--- config.mk ---
export PLATFORM = sky130hd
export DESIGN_NAME = rle_stream_enc_flat
export DESIGN_NICKNAME = d
export VERILOG_FILES = /design/src/rtl/rle_stream_enc_pkg.sv /design/src/rtl/rle_stream_enc_if.sv /design/src/rtl/rle_stream_enc_lane_mux.sv /design/src/rtl/rle_stream_enc.sv /design/src/flat_wrapper.sv
export SDC_FILE = /design/constraint.sdc
export NUM_CORES = 1
export LEC_CHECK = 0
export CAP_MARGIN = 25
export CORE_MARGIN = 2
export CORE_UTILIZATION = 40
export DETAILED_ROUTE_END_ITERATION = 8
export SYNTH_ARGS = -nofsm -noshare
export SYNTH_HDL_FRONTEND = slang
export SYNTH_SLANG_ARGS = --single-unit
--- constraint.sdc ---
create_clock -name clk -period 3.95 [get_ports clk]
set_input_delay 0.5925 -clock clk [delete_from_list [all_inputs] [get_ports clk]]
set_output_delay 0.5925 -clock clk [all_outputs]
set_load 0.02 [all_outputs]
--- src/rtl/rle_stream_enc_pkg.sv ---
`default_nettype none
// ============================================================================
// Module   : rle_pkg
// Purpose  : Shared FSM states, EOB constants and width helpers for the RLE encoder.
// Revision : 1.0
// ============================================================================
package rle_pkg;

  typedef enum logic [2:0] {
    ST_IDLE = 3'd0,
    ST_SCAN = 3'd1,
    ST_ZRL  = 3'd2,
    ST_EMIT = 3'd3,
    ST_EOB  = 3'd4
  } state_t;

  localparam int c_eob_run   = 0;
  localparam int c_eob_value = 0;

  // Index width that never collapses to zero bits for single-entry ranges.
  function automatic int idx_w(input int n);
    return (n > 1) ? $clog2(n) : 1;
  endfunction

  function automatic int zrl_run(input int run_w);
    return (1 << run_w) - 1;
  endfunction

endpackage
`default_nettype wire

--- src/rtl/rle_stream_enc_if.sv ---
`default_nettype none
// ============================================================================
// Module   : rle_stream_enc_if
// Purpose  : Coefficient-beat input and (run, value) symbol output handshakes.
// Revision : 1.0
// ============================================================================
interface rle_stream_enc_if #(
  parameter int COEF_W = 8,
  parameter int LANES  = 8,
  parameter int RUN_W  = 4
);
  logic                    in_valid;
  logic                    in_ready;
  logic [LANES*COEF_W-1:0] in_data;
  logic                    out_valid;
  logic                    out_ready;
  logic [RUN_W-1:0]        out_run;
  logic [COEF_W-1:0]       out_value;
  logic                    out_eob;
  logic                    out_last;

  modport slave (
    input  in_valid, in_data, out_ready,
    output in_ready, out_valid, out_run, out_value, out_eob, out_last
  );

  modport master (
    output in_valid, in_data, out_ready,
    input  in_ready, out_valid, out_run, out_value, out_eob, out_last
  );
endinterface
`default_nettype wire

--- src/rtl/rle_stream_enc_lane_mux.sv ---
`default_nettype none
// ============================================================================
// Module   : rle_lane_mux
// Purpose  : Selects one coefficient from a beat (lane 0 = MSB slice) and flags zero.
// Revision : 1.0
// ============================================================================
module rle_lane_mux #(
  parameter int COEF_W = 8,
  parameter int LANES  = 8,
  parameter int LANE_W = 3
) (
  input  logic [LANES*COEF_W-1:0] i_beat,
  input  logic [LANE_W-1:0]       i_lane,
  output logic [COEF_W-1:0]       o_coef,
  output logic                    o_is_zero
);

  always_comb begin
    o_coef = '0;
    for (int l = 0; l < LANES; l++) begin
      if (i_lane == LANE_W'(l)) begin
        o_coef = i_beat[(LANES-1-l)*COEF_W +: COEF_W];
      end
    end
  end

  assign o_is_zero = (o_coef == '0);

endmodule
`default_nettype wire

--- src/rtl/rle_stream_enc.sv ---
`default_nettype none
// ============================================================================
// Module   : rle_stream_enc
// Purpose  : Handshaked run-length encoder turning coefficient beats into (run, value) symbols.
// Revision : 1.0
// ============================================================================
module rle_stream_enc
  import rle_pkg::*;
#(
  parameter int COEF_W    = 8,
  parameter int LANES     = 8,
  parameter int BLOCK_LEN = 64,
  parameter int RUN_W     = 4
) (
  input  logic             clk,
  input  logic             reset,
  rle_stream_enc_if.slave  bus
);

  localparam int c_beats  = BLOCK_LEN / LANES;
  localparam int c_beat_w = idx_w(c_beats);
  localparam int c_lane_w = idx_w(LANES);
  localparam int c_zrl_w  = idx_w(BLOCK_LEN / (1 << RUN_W) + 1);
  localparam logic [RUN_W:0]   c_run_lim = (RUN_W+1)'(1 << RUN_W);
  localparam logic [RUN_W-1:0] c_zrl_sym = RUN_W'(zrl_run(RUN_W));

  state_t                  r_state, w_state_nxt;
  logic [LANES*COEF_W-1:0] r_beat;
  logic [c_lane_w-1:0]     r_lane, w_lane_nxt;
  logic [c_beat_w-1:0]     r_beat_idx, w_beat_idx_nxt;
  logic [RUN_W:0]          r_run, w_run_nxt;
  logic [c_zrl_w-1:0]      r_zrl_cnt, w_zrl_nxt;
  logic                    r_out_valid, w_out_valid_nxt;
  logic [RUN_W-1:0]        r_out_run, w_out_run_nxt;
  logic [COEF_W-1:0]       r_out_value, w_out_value_nxt;
  logic                    r_out_eob, w_out_eob_nxt;
  logic                    r_out_last, w_out_last_nxt;

  logic [COEF_W-1:0] w_coef;
  logic              w_is_zero;
  logic              w_in_xfer, w_out_xfer;
  logic              w_first_coef, w_last_lane, w_last_beat, w_last_coef;

  rle_lane_mux #(
    .COEF_W (COEF_W),
    .LANES  (LANES),
    .LANE_W (c_lane_w)
  ) u_lane_mux (
    .i_beat    (r_beat),
    .i_lane    (r_lane),
    .o_coef    (w_coef),
    .o_is_zero (w_is_zero)
  );

  assign bus.in_ready  = (r_state == ST_IDLE) && !reset;
  assign bus.out_valid = r_out_valid;
  assign bus.out_run   = r_out_run;
  assign bus.out_value = r_out_value;
  assign bus.out_eob   = r_out_eob;
  assign bus.out_last  = r_out_last;

  assign w_in_xfer    = bus.in_valid && bus.in_ready;
  assign w_out_xfer   = r_out_valid && bus.out_ready;
  assign w_first_coef = (r_beat_idx == '0) && (r_lane == '0);
  assign w_last_lane  = (r_lane == c_lane_w'(LANES - 1));
  assign w_last_beat  = (r_beat_idx == c_beat_w'(c_beats - 1));
  assign w_last_coef  = w_last_lane && w_last_beat;

  always_comb begin
    w_state_nxt     = r_state;
    w_lane_nxt      = r_lane;
    w_beat_idx_nxt  = r_beat_idx;
    w_run_nxt       = r_run;
    w_zrl_nxt       = r_zrl_cnt;
    w_out_valid_nxt = r_out_valid;
    w_out_run_nxt   = r_out_run;
    w_out_value_nxt = r_out_value;
    w_out_eob_nxt   = r_out_eob;
    w_out_last_nxt  = r_out_last;
    case (r_state)
      ST_IDLE: begin
        if (w_in_xfer) begin
          w_state_nxt = ST_SCAN;
          w_lane_nxt  = '0;
        end
      end
      ST_SCAN: begin
        if (w_first_coef || !w_is_zero) begin
          w_out_valid_nxt = 1'b1;
          w_out_eob_nxt   = 1'b0;
          if (!w_first_coef && (r_zrl_cnt != '0)) begin
            w_state_nxt     = ST_ZRL;
            w_out_run_nxt   = c_zrl_sym;
            w_out_value_nxt = '0;
            w_out_last_nxt  = 1'b0;
          end else begin
            w_state_nxt     = ST_EMIT;
            w_out_run_nxt   = w_first_coef ? '0 : r_run[RUN_W-1:0];
            w_out_value_nxt = w_coef;
            w_out_last_nxt  = w_last_coef;
          end
        end else begin
          if ((r_run + 1'b1) == c_run_lim) begin
            w_run_nxt = '0;
            w_zrl_nxt = r_zrl_cnt + 1'b1;
          end else begin
            w_run_nxt = r_run + 1'b1;
          end
          if (!w_last_lane) begin
            w_lane_nxt = r_lane + 1'b1;
          end else if (w_last_beat) begin
            // Trailing zeros: pending run and ZRLs collapse into a single EOB.
            w_state_nxt     = ST_EOB;
            w_run_nxt       = '0;
            w_zrl_nxt       = '0;
            w_out_valid_nxt = 1'b1;
            w_out_run_nxt   = RUN_W'(c_eob_run);
            w_out_value_nxt = COEF_W'(c_eob_value);
            w_out_eob_nxt   = 1'b1;
            w_out_last_nxt  = 1'b1;
          end else begin
            w_state_nxt    = ST_IDLE;
            w_beat_idx_nxt = r_beat_idx + 1'b1;
          end
        end
      end
      ST_ZRL: begin
        if (w_out_xfer) begin
          w_zrl_nxt = r_zrl_cnt - 1'b1;
          if (r_zrl_cnt == c_zrl_w'(1)) begin
            w_state_nxt     = ST_EMIT;
            w_out_run_nxt   = r_run[RUN_W-1:0];
            w_out_value_nxt = w_coef;
            w_out_last_nxt  = w_last_coef;
          end
        end
      end
      ST_EMIT: begin
        if (w_out_xfer) begin
          w_out_valid_nxt = 1'b0;
          w_run_nxt       = '0;
          if (!w_last_lane) begin
            w_state_nxt = ST_SCAN;
            w_lane_nxt  = r_lane + 1'b1;
          end else if (w_last_beat) begin
            w_state_nxt    = ST_IDLE;
            w_beat_idx_nxt = '0;
          end else begin
            w_state_nxt    = ST_IDLE;
            w_beat_idx_nxt = r_beat_idx + 1'b1;
          end
        end
      end
      ST_EOB: begin
        if (w_out_xfer) begin
          w_out_valid_nxt = 1'b0;
          w_out_eob_nxt   = 1'b0;
          w_state_nxt     = ST_IDLE;
          w_beat_idx_nxt  = '0;
        end
      end
      default: w_state_nxt = ST_IDLE;
    endcase
  end

  always_ff @(posedge clk) begin
    if (reset) begin
      r_state     <= ST_IDLE;
      r_lane      <= '0;
      r_beat_idx  <= '0;
      r_run       <= '0;
      r_zrl_cnt   <= '0;
      r_out_valid <= 1'b0;
      r_out_run   <= '0;
      r_out_value <= '0;
      r_out_eob   <= 1'b0;
      r_out_last  <= 1'b0;
    end else begin
      r_state     <= w_state_nxt;
      r_lane      <= w_lane_nxt;
      r_beat_idx  <= w_beat_idx_nxt;
      r_run       <= w_run_nxt;
      r_zrl_cnt   <= w_zrl_nxt;
      r_out_valid <= w_out_valid_nxt;
      r_out_run   <= w_out_run_nxt;
      r_out_value <= w_out_value_nxt;
      r_out_eob   <= w_out_eob_nxt;
      r_out_last  <= w_out_last_nxt;
    end
  end

  always_ff @(posedge clk) begin
    if (w_in_xfer) begin
      r_beat <= bus.in_data;
    end
  end

endmodule
`default_nettype wire

--- src/flat_wrapper.sv ---
// flat-port wrapper written by rule: the top's interface ports become plain ports
module rle_stream_enc_flat import rle_pkg::*;
#(
  parameter int COEF_W    = 8,
  parameter int LANES     = 8,
  parameter int BLOCK_LEN = 64,
  parameter int RUN_W     = 4
)
  (clk, reset, bus_in_valid, bus_in_data, bus_out_ready, bus_in_ready, bus_out_valid, bus_out_run, bus_out_value, bus_out_eob, bus_out_last);
  rle_stream_enc_if #(.COEF_W(COEF_W), .LANES(LANES), .RUN_W(RUN_W)) bus_i ();
  input  logic clk;
  input  logic reset;
  input wire logic [$bits(bus_i.in_valid)-1:0] bus_in_valid;
  input wire logic [$bits(bus_i.in_data)-1:0] bus_in_data;
  input wire logic [$bits(bus_i.out_ready)-1:0] bus_out_ready;
  output wire logic [$bits(bus_i.in_ready)-1:0] bus_in_ready;
  output wire logic [$bits(bus_i.out_valid)-1:0] bus_out_valid;
  output wire logic [$bits(bus_i.out_run)-1:0] bus_out_run;
  output wire logic [$bits(bus_i.out_value)-1:0] bus_out_value;
  output wire logic [$bits(bus_i.out_eob)-1:0] bus_out_eob;
  output wire logic [$bits(bus_i.out_last)-1:0] bus_out_last;
  assign bus_i.in_valid = bus_in_valid;
  assign bus_i.in_data = bus_in_data;
  assign bus_i.out_ready = bus_out_ready;
  assign bus_in_ready = bus_i.in_ready;
  assign bus_out_valid = bus_i.out_valid;
  assign bus_out_run = bus_i.out_run;
  assign bus_out_value = bus_i.out_value;
  assign bus_out_eob = bus_i.out_eob;
  assign bus_out_last = bus_i.out_last;
  rle_stream_enc #(.COEF_W(COEF_W), .LANES(LANES), .BLOCK_LEN(BLOCK_LEN), .RUN_W(RUN_W)) u_core (.clk(clk), .reset(reset), .bus(bus_i));
endmodule
=== Word-level counts from Yosys, hierarchy flattened ===
Cells that the tools add are included.

* Bits in registers: 96
* Bits in latches: 0
* Bits in writable memories: 0
* Memory bits (read-only): 0
* Bits of input ports: 68
* Output and inout port bits: 16
* Word-level logic and storage cells: 142
* Memories kept: 0

* Add/subtract/negate cells: 5
* Multipliers: 0
* Divide/modulo/power cells: 0
* Order comparisons: 0
* Equality and inequality tests: 26
* Shifts and indexed selects: 0
* Multiplexer cells: 70
* Bitwise logic cells: 0
* Reduce and logical (&&, ||, !) cells: 30

{| class="wikitable"
|+ Operators by type and width
! cell !! count
|-
| $mux W8 || 14
|-
| $mux W3 || 23
|-
| $mux W4 || 7
|-
| $mux W5 || 5
|-
| $eq A3 B3 Y1 const B || 6
|-
| $pmux W3 S3 || 2
|-
| $ne A2 B1 Y1 const B || 8
|-
| $pmux W8 S2 || 1
|-
| $pmux W3 S5 || 1
|-
| $eq A3 B2 Y1 const B || 4
|-
| $reduce_and A4 Y1 || 3
|-
| $mux W1 || 11
|-
| $pmux W5 S2 || 1
|-
| $add A3 B1 Y3 const B || 3
|-
| $eq A3 B1 Y1 const B || 3
|-
| $logic_not A3 Y1 || 3
|-
| $reduce_bool A3 Y1 || 3
|-
| $logic_not A8 Y1 || 1
|-
| $pmux W4 S2 || 1
|-
| $reduce_bool A2 Y1 || 4
|-
| $reduce_and A7 Y1 || 1
|-
| $logic_and A1 B1 Y1 || 6
|-
| $ne A3 B1 Y1 const B || 2
|-
| $pmux W1 S2 || 3
|-
| other kinds (11) || 15
|}

=== Logic depth before layout (Yosys ltp) ===
Gate-level depths: netlist (run 1).

* Word-level depth: 14
* Gate-level depth with buffers: 14
* Mapped depth without buffers: 10

=== Cells and area by module ===
From an unflattened synthesis (run 1), not the netlist that was laid out.

* Cells, all modules: 359
* Area, all modules: 4538.1 µm²

{| class="wikitable"
|+ By module, submodules not included
! module !! times used !! cells each !! area each (µm²) !! seq. area each (µm²)
|-
| rle_stream_enc || 1 || 297 || 3878.7 || 2562.5
|-
| rle_lane_mux || 1 || 62 || 659.4 || 0.0
|}

=== Worst setup path before layout (run 1) ===
OpenSTA, ideal clock, no wires.

* Path type: input to register
* Start point: in reset
* End point: reg u_core.r_lane[0]
* Setup time: 0.072 ns
* Data arrival time: 3.936 ns
* Required time: 3.878 ns
* Slack: -0.058 ns
* Stages: 9
* Path buffers: 1
* Cells stage by stage: clkbuf_1 -> nor4_1 -> and2_1 -> nor2_1 -> nor2_1 -> a21oi_1 -> nor4b_1 -> o21ai_0 -> mux2i_1

* Longest elaborated chain between the ends: 5

{| class="wikitable"
|+ Ends and longest elaborated chain
! item !! line !! RTL
|-
| from (decl) || flat_wrapper.sv:12 || <nowiki>input logic reset;</nowiki>
|-
| $logic_not A1 Y1 || rle_stream_enc.sv:55 || <nowiki>assign bus.in_ready = (r_state == ST_IDLE) && !reset;</nowiki>
|-
| $logic_and A1 B1 Y1 || rle_stream_enc.sv:55 ||
|-
| via bus_in_ready || flat_wrapper.sv:16 || <nowiki>output wire logic [$bits(bus_i.in_ready)-1:0] bus_in_ready;</nowiki>
|-
| $logic_and A1 B1 Y1 || rle_stream_enc.sv:62 || <nowiki>assign w_in_xfer = bus.in_valid && bus.in_ready;</nowiki>
|-
| via u_core.w_in_xfer || rle_stream_enc.sv:41 || <nowiki>logic w_in_xfer, w_out_xfer;</nowiki>
|-
| $ne A2 B1 Y1 (no source line) || n/a ||
|-
| $reduce_and A4 Y1 (no source line) || n/a ||
|-
| to (signal assigned) || rle_stream_enc.sv:180 || <nowiki>r_lane <= w_lane_nxt;</nowiki>
|-
| to (decl) || rle_stream_enc.sv:29 || <nowiki>logic [c_lane_w-1:0] r_lane, w_lane_nxt;</nowiki>
|}

The timed path passes the listed nets, and every way through them passes these cells.
A chain may end at the register's enable or synchronous reset.

=== Worst setup path after layout (run 1) ===
* Start point: reg u_core.r_lane[1]
* End point: reg u_core.r_out_value[1] (netlist: u_core.bus.out_value[1])

* Longest elaborated chain between the ends: 14
* Elaborated cells between the ends (all ways): 30
* Those cells by class: eq/ne: 9; mux: 13; reduce/logical: 8

{| class="wikitable"
|+ Ends and longest elaborated chain
! item !! line !! RTL
|-
| $logic_not A3 Y1 || rle_stream_enc_lane_mux.sv:21, rle_stream_enc.sv:64 ||
|-
| $mux W8 (8 in series) || rle_stream_enc_lane_mux.sv:21 || <nowiki>if (i_lane == LANE_W'(l)) begin</nowiki>
|-
| $logic_not A8 Y1 || rle_stream_enc_lane_mux.sv:27 || <nowiki>assign o_is_zero = (o_coef == '0);</nowiki>
|-
| $logic_not A1 Y1 || rle_stream_enc.sv:88 || <nowiki>if (w_first_coef || !w_is_zero) begin</nowiki>
|-
| $logic_or A1 B1 Y1 || rle_stream_enc.sv:88 ||
|-
| $ne A3 B1 Y1 (no source line) / $mux W8 (equally long branches) || n/a ||
|-
| $reduce_and A5 Y1 (no source line) / $pmux W8 S2 (equally long branches) || n/a ||
|-
| to (signal assigned) || rle_stream_enc.sv:186 || <nowiki>r_out_value <= w_out_value_nxt;</nowiki>
|-
| to (decl) || rle_stream_enc.sv:35 || <nowiki>logic [COEF_W-1:0] r_out_value, w_out_value_nxt;</nowiki>
|}

Several ways; a longest one is shown, not always the timed one. The select of a mux whose other input is x is not followed.

==> results list, run 1 <==
- The signal on the critical path passes through inv_1, ha_1, nor2b_1, a221o_1, a311oi_2, o22ai_1, nor3_4, nand3_2, a21oi_1, a22o_1.
- The routed layout has 3649 vias.
* Most frequent cells in the layout: clkdlybuf4s50_1 (83), edfxtp_1 (64), a21oi_1 (43)
* Top cell type's share of synthesized area: 41.1%
- Share of total power in combinational logic: 22.0%
* CP max stage delay: ~0.8 ns
* Run status: finished clean
* P_sw: 853 uW
- First drt pass iteration count: 6
* PnR worst setup slack: 0.413 ns
- The worst register-to-register path ends at u_core.bus.out_value[1].
- Initial core utilization: 40.9%
- Routability-driven placement finished with a final weighted congestion of around 0.85.
- Part of the power in registers: 43.6%
- For the pin with the worst max-slew slack, the measured transition is a little under 1 ns.
- Count of buffers inserted at the top-level ports: 83
- Dividing the detail-routed via count by the number of cells gives approximately 5.5.
- The worst setup path is launched from a register.
* Number of cell instances on the worst register-to-register path: 10
- Gates resized during post-CTS repair numbered 0.
- Detailed placement ended at an HPWL of 8.20 mm.
- Reg-to-reg critical path startpoint: u_core.r_lane[1]
* Post-synthesis sequential area ratio: 54.9%
- In this run the most critical hold path is launched from u_core.bus.out_value[5].
* Tot GR Track Use: 18.4%
- Hold is met by 0.477 ns.
- Die W: 112 um
- Cells with a size suffix above 1 make up 7.74% of the layout.
* I/O pin total: between 80 and 90
- The biggest area contributor in the post-synthesis netlist is edfxtp_1.
* Synth area leaders: edfxtp_1 (41%), dfxtp_1 (14%), a21oi_1 (4.6%), ha_1 (3.8%), nand2_1 (2.9%)
- Clock tree synthesis selected as its root buffer the cell clkbuf_16.
* Final Critical Period: around 3.5 ns
- Largest net degree at the start of global routing: 65
- The H-tree was split into 3 levels.
* Standard cell with the maximum stage delay on the critical path: ha_1
* Worst setup slack for register-to-register paths: 0.41 ns
- Post-synth cell types: 53
* Clock network fraction of design power: 34.4%
- Total clock buffers created by CTS: 9
- Setup CP Type: reg2reg
* CTS tree: built
* Post-synthesis average cell area: between 10 and 15 um2
- At the worst endpoint, the arrival time is about 3.8 ns.
- Measured along the y axis, the die boundary spans around 110 um.
- Die Area: between 10000 and 15000 um2
* Total length of routed wires: 11.4 mm
- Later-pin clock latency in the skew report: 0.36 ns
- Sum of negative setup slack: 0 ns
- Measured on the finished design, the core utilization comes to 52.2%.
* Clk_skew: 0.00907 ns
* Num rows: 39
- Global-route wire length before repair: 18.2 mm
- Worst-case vdd ir drop: 410 uV
- LEAKAGE: 0.00212 uW
- The cell area that synthesis handed to floorplanning was 4670 um2.
- The worst setup path is captured at a register.
- Post-CTS timing repair inserted 0 buffers for setup.
- Drt wl/cell: 17.3 um
* Net switching fraction of the power: roughly 29%
- Share of the clock period used by the worst path: 89.5%
* Hold Path Class: reg2reg
- For this design, the sink count on the clock tree is 96.
* Number of diodes: 0
- Number of max-slew violations in the final report: 0
- Worst slew margin: 34.3%
* Async SR Flop Fraction: 0%
- Number of enable flip-flop cells after synthesis: 64
- Syn_nets: 518
- For this run, design rule violations remaining after detail routing come to 0.
* Worst hold path endpoint: u_core.bus.out_value[5]
- Yosys printed 0 warnings.
- Setup violations remaining at the end of the flow were counted as 0.
* Final-report hold violation count: 0
* Area growth from synthesis to layout: 27.5%
- For this design, the CTS-stage hold fixing added 0 buffers.
- Most common library cell in the layout ignoring fill and taps: clkdlybuf4s50_1
* CORE AREA: ~11000 um2
* Cell count after synthesis: 436
* Iteration-0 DRC count of the detailed router: between 200 and 250
- Total power for the finished layout comes to ~3000 uW.
- Setup repair after global routing missed its margin: no
- Clock Tree Buf Depth: 2
* Biggest fanout along the worst timing path: 33
- Net count, final: 594
* Dominant synthesized flop cell: edfxtp_1
* Clock-pin slew on the worst setup and hold paths: 0.07 ns
- Number of antenna violations at the first check in global routing: 0
- Required time worst endpoint: 4.25 ns
* Total congestion overflow: 0
* Total power density per cell area: between 500 and 600 nW/um2
* Number of global-route vias before repair: 3615
- Number of violations of the max-capacitance limit: 0
- Derived from the worst setup path, the maximum achievable clock frequency is 283 MHz.
- DP Worst Slack: 0.429 ns
* Antenna viol nets, final: 0
- Number of synthesized register bits: 96
- Along the worst hold path, the cell count comes to 2.
- Internal power of the cells: 2130 uW
==> state kept, by name, indices dropped and copies added (netlist names) <==
name and count:
u_core.r_beat 64, u_core.bus.out_value 8, u_core.r_run 5, u_core.bus.out_run 4
u_core.r_beat_idx 3, u_core.r_lane 3, u_core.r_state 3, u_core.r_zrl_cnt 3
u_core.bus.out_eob 1, u_core.bus.out_last 1, u_core.bus.out_valid 1
==> kinds of logic after synthesis <==
group	after synthesis	synth area share (%)
AO/OA/AOI/OAI	131	19.2
adder cells (fa/ha/maj)	14	3.75
buffers and inverters	53	5.22
flip-flops	96	54.9
multiplexers	5	1.07
AND/OR/NAND/NOR	137	15.9
==> area by class of cell <==
class                           instances  area (um2)
Multi-Input combinational cell        287        1870
Timing Repair Buffer                   92         898
Tap cell                              143         179
Fill cell                            1042        5460
Sequential cell                        96        2560
Clock inverter                          7         128
Inverter                               26        97.6
Clock buffer                            9         225
==> worst max-delay path: cells and delay by family, from the launching register on <==
family                     cells  cell delay (ns)
AOI/OAI and AO/OA              5             1.41
and+or+nand+nor                3             0.82
adders and majority gates      1             0.81
DFF                            1             0.33
buffers and inverters          1             0.10
==> layer usage <==
metal / GRT usage (%) / share of wire [%] / vias to the layer above
li1: - / - / 1784
met1: 23.7 / 43 / 1715
met2: 30.2 / 48 / 137
met3: 4.81 / 6.7 / 13
met4: 6.99 / 1.9 / 0
met5: 0 / 0 / -
==> metrics by stage <==
| stage | std cells | cell area [um2] |
|---|---|---|
| after floorplan | 436 | 4670 |
| after global placement | 644 | 5600 |
| after detailed placement | 644 | 5600 |
| after CTS | 660 | 5960 |
| after global routing | 660 | 5960 |
| final | 660 | 5960 |
==> power groups by stage <==
stage / registers (uW) / logic [uW] / clock network [uW]
floorplan: 1330 / 388 / 0
global placement: 1320 / 648 / 0
detailed placement: 1320 / 655 / 0
CTS: 1300 / 656 / 1050
global route: 1320 / 714 / 1080
finish: 1300 / 655 / 1030
==> Yosys cell counts, types with 3 or more instances <==
cell,instances
inv_1,26
nand3b_1,14
mux2i_1,5
nand3_1,6
a211oi_1,8
nor2_1,24
nand2b_1,4
a22o_1,4
clkbuf_1,15
o22ai_1,8
ha_1,14
o21ai_0,23
nor3_1,6
nor3b_1,6
a221o_1,5
dfxtp_1,32
buf_2,6
nor2b_1,14
a221oi_1,6
and2_1,4
a311oi_2,4
a22oi_1,5
and3_1,7
buf_6,4
nand4_1,3
nand2_1,36
o221ai_1,4
a31oi_1,4
a21oi_1,43
a311oi_1,3
edfxtp_1,64
==> worst max-delay path by stage <==
stage	from	slack (ns)	endpoint	depth (start not counted)
floorplan	reset	0.62	u_core.r_lane[0]	9
global placement	u_core.r_lane[1]	0.52	u_core.bus.out_value[4]	10
detailed placement	u_core.r_lane[1]	0.43	u_core.bus.out_value[2]	10
CTS	u_core.r_lane[1]	0.41	u_core.bus.out_value[1]	10
global route	u_core.r_lane[1]	0.03	u_core.bus.out_value[2]	11
finish	u_core.r_lane[1]	0.41	u_core.bus.out_value[1]	10
Power figures use the tool's default switching activity.
==> run 2: changes to the inputs <==
--- a/config.mk
+++ b/config.mk
@@ -9,6 +9,8 @@
 export CORE_MARGIN = 2
 export CORE_UTILIZATION = 40
 export DETAILED_ROUTE_END_ITERATION = 8
+export SLEW_MARGIN = 20
 export SYNTH_ARGS = -nofsm -noshare
 export SYNTH_HDL_FRONTEND = slang
 export SYNTH_SLANG_ARGS = --single-unit
+export TNS_END_PERCENT = 100
==> run 2 against run 1 <==
Critical path depth unchanged. Clock skew about the same. Setup slack better by 0.12 ns. Flip-flop and latch count unchanged. Sequential share of layout area down 0.11 points. Cell count up 0.15%. Global-route usage unchanged. Largest cell class unchanged. Register-to-register slack better by 0.12 ns. Worst hold slack about the same.
==> results list, run 2 (same netlist as run 1, synthesis figures left out) <==
* Run status: finished clean
* Final Critical Period: 3.42 ns
- Using the TritonRoute via totals, the vias-per-cell ratio works out to 5.48.
- Count of buffers inserted at the top-level ports: 83
- The library cell used most frequently in the layout, excluding fill and tap cells, is clkdlybuf4s50_1.
- Area growth from synthesis to layout: 27.8%
- Of the total power, registers draw 43.6%.
- Number of antenna violations at the first check in global routing: 0
* DPL Wire Length: 8.20 mm
* Most frequent cells in the layout: clkdlybuf4s50_1 (83), edfxtp_1 (64), a21oi_1 (43)
* Clk_skew: around 0.009 ns
* Capturing instance or port of the critical path: u_core.bus.out_value[1]
- Of the total power, the share spent switching nets is ~28%.
- Final-report hold violation count: 0
- Hold Path Class: reg2reg
* Final cell count without fillers: between 600 and 700
* Root cell of the clock tree: clkbuf_16
- Worst-case vdd ir drop: a little over 400 uV
* Number of max-slew violations in the final report: 0
* Total power density per cell area: approximately 500 nW/um2
- The number of gates resized after CTS was 0.
- Dividing the detail-routed wire length by the instance count gives between 15 and 20 um.
- Tracing the worst setup path back leads to its startpoint at u_core.r_lane[0].
- Biggest fanout along the worst timing path: 17
* Total length of routed wires: 11.4 mm
- In this run, placement finished with an instance count of 644.
- Setup repair after global routing left no endpoint under its margin.
- Share of total power in combinational logic: 22.0%
- Number of global-route vias before repair: roughly 3600
- CORE AREA: 11400 um2
- Number of cell instances on the worst register-to-register path: 10
- The first global-routing pass estimated 18.2 mm of wire.
* Hold buffer count at CTS: 0
- Setup violations remaining at the end of the flow were counted as 0.
- More flip-flops sit in one register than any other, and that register is u_core.r_beat.
- The slowest stage of the critical path belongs to the cell ha_1.
- Number of H-tree branching levels: 3
- CTS tree: built
- Setup CP Type: reg2reg
* Category of the worst setup path capture point: register
- I/O pin total: 84
- Counting along the longest clock path gives a buffer depth of 2.
* Initial core utilization: approximately 40%
- The die is 112 um wide.
- Dividing the final minimum period by the clock period gives between 80% and 90%.
* Critical path startpoint category: register
- Across all layers, the routed design uses 3624 vias.
- Clock-pin slew was measured on the worst setup and hold paths at approximately 0.07 ns.
* Total congestion overflow: 0
- Clock network fraction of design power: 34.4%
- Number of violations of the max-capacitance limit: 0
- CP max stage delay: 0.54 ns
- At the worst endpoint, the required time is 4.25 ns.
- The congestion estimate from routability-driven global placement came to 0.846.
- P_sw: 850 uW
- Largest net degree at the start of global routing: 65
- STA puts the critical path data arrival time at 3.72 ns.
- Among the stages of the critical path, the cell type that occurs most often is ha_1.
* Cells traversed along the worst timing path: ha_1, ha_1, or2_2, a221oi_1, o221ai_1, nand4_1, nor3_4, nand3_2, a21oi_1, a22o_1
- Setup total negative slack on the finished layout was measured at 0 ns.
- DRC: 0
- Net count, final: 595
* Number of diodes: 0
* Total clock buffers created by CTS: 9
- In this run the critical register-to-register path is captured at u_core.bus.out_value[1].
* Reg-to-reg critical path startpoint: u_core.r_lane[0]
* Iteration-0 DRC count of the detailed router: 248
* Worst slew margin: 47.7%
- The register with the most flip-flops in the layout has 64 of them.
- Post-CTS repair timing setup buffer count: 0
- Worst setup slack for register-to-register paths: 0.53 ns
- In this run the static leakage power is 0.00213 uW.
- Die Area: 12600 um2
* Hold WS: 0.477 ns
* Maximum operating frequency: 292 MHz
- For this run, the detailed router's first-pass iteration total came to 5.
- Sinks on the clock net: 96
- For the pin with the worst max-slew slack, the measured transition is around 0.79 ns.
* Later-pin clock latency in the skew report: 0.36 ns
- Antenna viol nets, final: 0
* Tot GR Track Use: a little under a fifth
- The initialized floorplan defines 39 standard-cell rows.
* Internal power of the cells: 2130 uW
- Die boundary height: 112 um
* Fraction of final layout cells sized beyond drive strength 1: 7.92%
-- run 2: cell count changes in the layout (fill, tap and decap cells not counted), sizes merged --
cell and change:
buf +1
-- run 2: through the flow --
stage | setup slack, ns | power (uW) | area, um2 | util, %
6_report | 0.530 | 2980 | 5970 | 52.3
5_1_grt | 0.250 | 3110 | 5970 | 52.3
4_1_cts | 0.406 | 3010 | 5960 | 52.2
3_5_place_dp | 0.429 | 1980 | 5600 | 49.1
3_3_place_gp | 0.523 | 1970 | 5600 | 49.1
2_1_floorplan | 0.617 | 1710 | 4670 | -
-- run 2: how the worst min path moves through the flow --
stage	start	to	slack (ns)	cells after the start
finish	u_core.bus.out_value[5]	u_core.bus.out_value[5]	0.48	2
global route	u_core.bus.out_run[1]	u_core.bus.out_run[1]	0.50	1
CTS	u_core.bus.out_value[5]	u_core.bus.out_value[5]	0.48	2
detailed placement	u_core.bus.out_value[5]	u_core.bus.out_value[5]	0.47	2
global placement	u_core.bus.out_value[5]	u_core.bus.out_value[5]	0.47	2
floorplan	u_core.r_beat_idx[1]	u_core.r_beat_idx[1]	0.47	2
-- run 2: layout make-up --
class	count	area [um2]
Inverter	26	97.6
Sequential cell	96	2560
Timing Repair Buffer	93	913
Clock buffer	9	225
Clock inverter	7	128
Tap cell	143	179
Fill cell	1040	5450
Multi-Input combinational cell	287	1870
-- run 2: power by group through the flow --
stage               Clock (uW)  Sequential (uW)  Combinational [uW]
floorplan                    0             1330                 388
global placement             0             1320                 648
detailed placement           0             1320                 655
CTS                       1050             1300                 656
global route              1080             1320                 716
finish                    1030             1300                 656
-- run 2: per-layer routing --
metal,vias up,track usage (%),wire (um)
li1,1783,-,-
met1,1689,23.7,4870
met2,139,30.2,5470
met3,13,4.81,818
met4,0,6.99,213
met5,-,0,0
-- run 2: critical path, delay by kind of cell, from the launching register on --
| kind | cells | cell delay [ns] |
|---|---|---|
| fa+ha+maj | 2 | 0.74 |
| simple gates | 4 | 1.24 |
| flops | 1 | 0.36 |
| compound gates | 4 | 1.02 |
==> run 3: changes to the inputs <==
--- a/config.mk
+++ b/config.mk
@@ -12,5 +12,6 @@
 export SLEW_MARGIN = 20
 export SYNTH_ARGS = -nofsm -noshare
 export SYNTH_HDL_FRONTEND = slang
+export SYNTH_HIERARCHICAL = 1
 export SYNTH_SLANG_ARGS = --single-unit
 export TNS_END_PERCENT = 100
==> run 3 against run 2 <==
Critical path depth increased by 1. Clock power about the same. Clock skew decreased by 0.0041 ns. Sequential power about the same. Clock-buffer cell count increased by 1. Via count decreased by 11%. Combinational power decreased by 8.5%. Area after synthesis decreased by 2.8%. Global-route usage decreased by 2.2 points. Non-clock buffer count decreased by 4. First-iteration DRC count decreased by 25%. Maximum frequency increased by 0.29%. Critical endpoint is now u_core/r_run[4]. Largest power group unchanged.
==> results list, run 3 <==
* Number of fill cells in the layout: 929
- The worst setup path is captured at a register.
- DP Worst Slack: 0.557 ns
- CORE AREA: about 11000 um2
* First drt pass iteration count: 4
* Worst-case vdd ir drop: about 290 uV
- Standard cell with the maximum stage delay on the critical path: a21oi_1
* Fraction of final layout cells sized beyond drive strength 1: between 10 and 15%
* Placer Congestion: 0.872
* Sum of negative setup slack: 0 ns
* Biggest fanout along the worst timing path: 26
- Syn_nets: 438
* I/O pin total: 84
- Detailed-route vias per instance: 5.49
- The analysis attributes to net switching a power of 770 uW.
- The top cell types in the final layout, fill and taps aside, are clkdlybuf4s50_1 (83), edfxtp_1 (64), dfxtp_1 (32).
- For the pin with the worst max-slew slack, the measured transition is 0.696 ns.
- Global-route wire length before repair: between 15 and 20 mm
* CTS tree: built
- The most numerous cell type found on the critical path is a21oi_1.
- Leaving out fill and tap cells, the most frequent cell in the layout is clkdlybuf4s50_1.
* DRC: 0
* Number of enable flip-flop cells after synthesis: 64
- Wires add up to slightly below 10 mm.
- Register with the most flip-flops: u_core/r_beat
- The worst setup path is launched from a register.
- Antenna viol nets, final: 0
- Share of total power in combinational logic: between 20% and 30%
- From synthesis to final layout, the design area changed by 29.3%.
- The number of slew-limit violations in the final report is 0.
* Maximum operating frequency: 293 MHz
- The tool flagged a number of max-cap violations equal to 0.
- The run finished with clean final reports.
- Sinks on the clock net: 96
- The most used flip-flop cell after synthesis is edfxtp_1.
- Clock network fraction of design power: 35.8%
- Data on the critical path is required at its endpoint by 4.18 ns.
- Final-report hold violation count: 0
- PnR worst setup slack: 0.540 ns
- LEAKAGE: 0.00202 uW
- Post-CTS repair changed the size of 0 cells.
* Synthesized area: between 4000 and 5000 um2
- Registers are responsible for between 40% and 50% of the overall power.
- The internal portion of the total power is 2190 uW.
- Hold WS: 0.473 ns
* Number of H-tree branching levels: 3
- Share of the clock period used by the worst path: a little under nine tenths
* Clk_skew: 0.00491 ns
* Count of buffers inserted at the top-level ports: between 80 and 90
- The first routing iteration left 186 violations.
- Yosys mapped the design onto 65 distinct sky130hd cell types.
* Drt wl/cell: 16.7 um
- The number of setup buffers added after CTS is 0.
- DPL Wire Length: 7.03 mm
* Die W: 111 um
* Root cell of the clock tree: clkbuf_16
- In this run the mean area of a mapped cell was about 13 um2.
* Data arrival time of the critical path: 3.64 ns
* Number of global-route vias before repair: around 3300
- The total overflow left after global routing is 0.
- Setup CP Type: reg2reg
- Post-synthesis cell type with the largest combined area: edfxtp_1
- Top cell type's share of synthesized area: 42.3%
- Overall power consumption after layout is estimated at 2960 uW.
* Clock-pin slew on the worst setup and hold paths: around 0.070 ns
- After technology mapping, the gate count stands at 359.
- Hold Path Class: reg2reg
* Die Area: 12200 um2
- Via count of the routed design: 3209
- Clock Tree Buf Depth: 2
- Async SR Flop Fraction: 0%
* Net count, final: 518
* Later-pin clock latency in the skew report: 0.33 ns
- In this run, post-CTS hold repair placed 0 buffers.
* Tot GR Track Use: 16.2%
* Setup repair after global routing missed its margin: no
- CP max stage delay: 0.41 ns
- Number of synthesized register bits: 96
* Number of flip-flops under the largest register name: 64
- Traced cell by cell, the critical path runs through buf_12, nor2b_1, a32o_1, a2111oi_1, a21oi_1, nor4_2, inv_1, or3_1, a21oi_1, nor2_1, a22o_1.
* Final design utilization: 53.7%
* Die boundary height: around 110 um
* Cell with the most instances after synthesis: edfxtp_1
- TritonCTS created 9 clock buffers.
* Synth area leaders: edfxtp_1 (42%), dfxtp_1 (14%), mux4_2 (5.5%), ha_1 (3.0%), nand2_1 (1.8%)
- Top cells by instance count after synthesis: edfxtp_1 (64), dfxtp_1 (32), nand2_1 (22)
- The repair_antennas step left the layout with diodes totalling 0.
- Net switching is a little over a quarter of the power.
- Yosys printed 6 warnings.
* Post-synthesis sequential area ratio: 56.5%
- Largest net degree at the start of global routing: 65
- Total power density per cell area: 504 nW/um2
- Setup violations remaining at the end of the flow were counted as 0.
- Final Critical Period: 3.41 ns
- The initial antenna violation count came to 0.
* Num rows: 38
- Once the floorplan was initialized, standard cells occupied approximately two fifths of the core.
* Worst slew margin: 53.6%
run 3: cell count changes after synthesis, sizes merged, moves of 9 or more:
cell	delta
nand2	-14
o21ai	-9
mux4	+12
a31o	+12
nand3b	-13
inv	-14
a21oi	-32
nor2b	-11
run 3: worst paths after layout:
kind                                         start                 end  slack, ns  cells past startpoint
worst max-delay path              u_core/r_lane[0]     u_core/r_run[4]       0.54                     11
worst min-delay path            u_core/bus.out_eob  u_core/bus.out_eob       0.47                      2
worst max register to register    u_core/r_lane[0]     u_core/r_run[4]       0.54                     11
worst min register to register  u_core/bus.out_eob  u_core/bus.out_eob       0.47                      2
run 3: power by group through the flow:
stage,logic [uW],registers [uW],clock network [uW]
global route,652,1320,1130
global placement,598,1330,0
finish,600,1300,1060
CTS,606,1300,1080
floorplan,354,1330,0
detailed placement,604,1320,0
run 3: kinds of logic (layout without fill, tap and decap cells):
group	count (synthesis)	after routing	synth area share, %
mux	22	22	8.35
buf+inv	32	117	3.53
compound gates	92	92	15.6
fa+ha+maj	11	11	3.03
xor+xnor	1	1	0.193
simple gates	105	105	12.9
flops	96	96	56.5
run 3: final cells by class:
class	instances	area, um2	share of cell area (%)
Inverter	12	45.0	0.767
Tap cell	140	175	2.98
Clock buffer	10	229	3.90
Timing Repair Buffer	89	901	15.3
Multi-Input combinational cell	231	1820	31.0
Sequential cell	96	2560	43.7
Clock inverter	6	140	2.39
run 3: per-stage QoR:
step           instances  cell area (um2)
2_1_floorplan        359             4540
6_report             584             5870
3_3_place_gp         568             5500
5_1_grt              584             5870
3_5_place_dp         568             5500
4_1_cts              584             5870
run 3: layer usage:
layer	vias to the layer above	wire, um	GRT usage (%)
met4	0	67	4.08
met5	-	0	0
met2	96	4620	27.0
met1	1531	4400	21.3
met3	9	661	4.17
li1	1573	-	-
run 3: worst max-delay path: cells and delay by family (launching register included):
kind	cells	cell delay [ns]
AO/OA/AOI/OAI	5	1.46
AND/OR/NAND/NOR	4	1.14
flip-flops	1	0.33
buffers and inverters	2	0.37
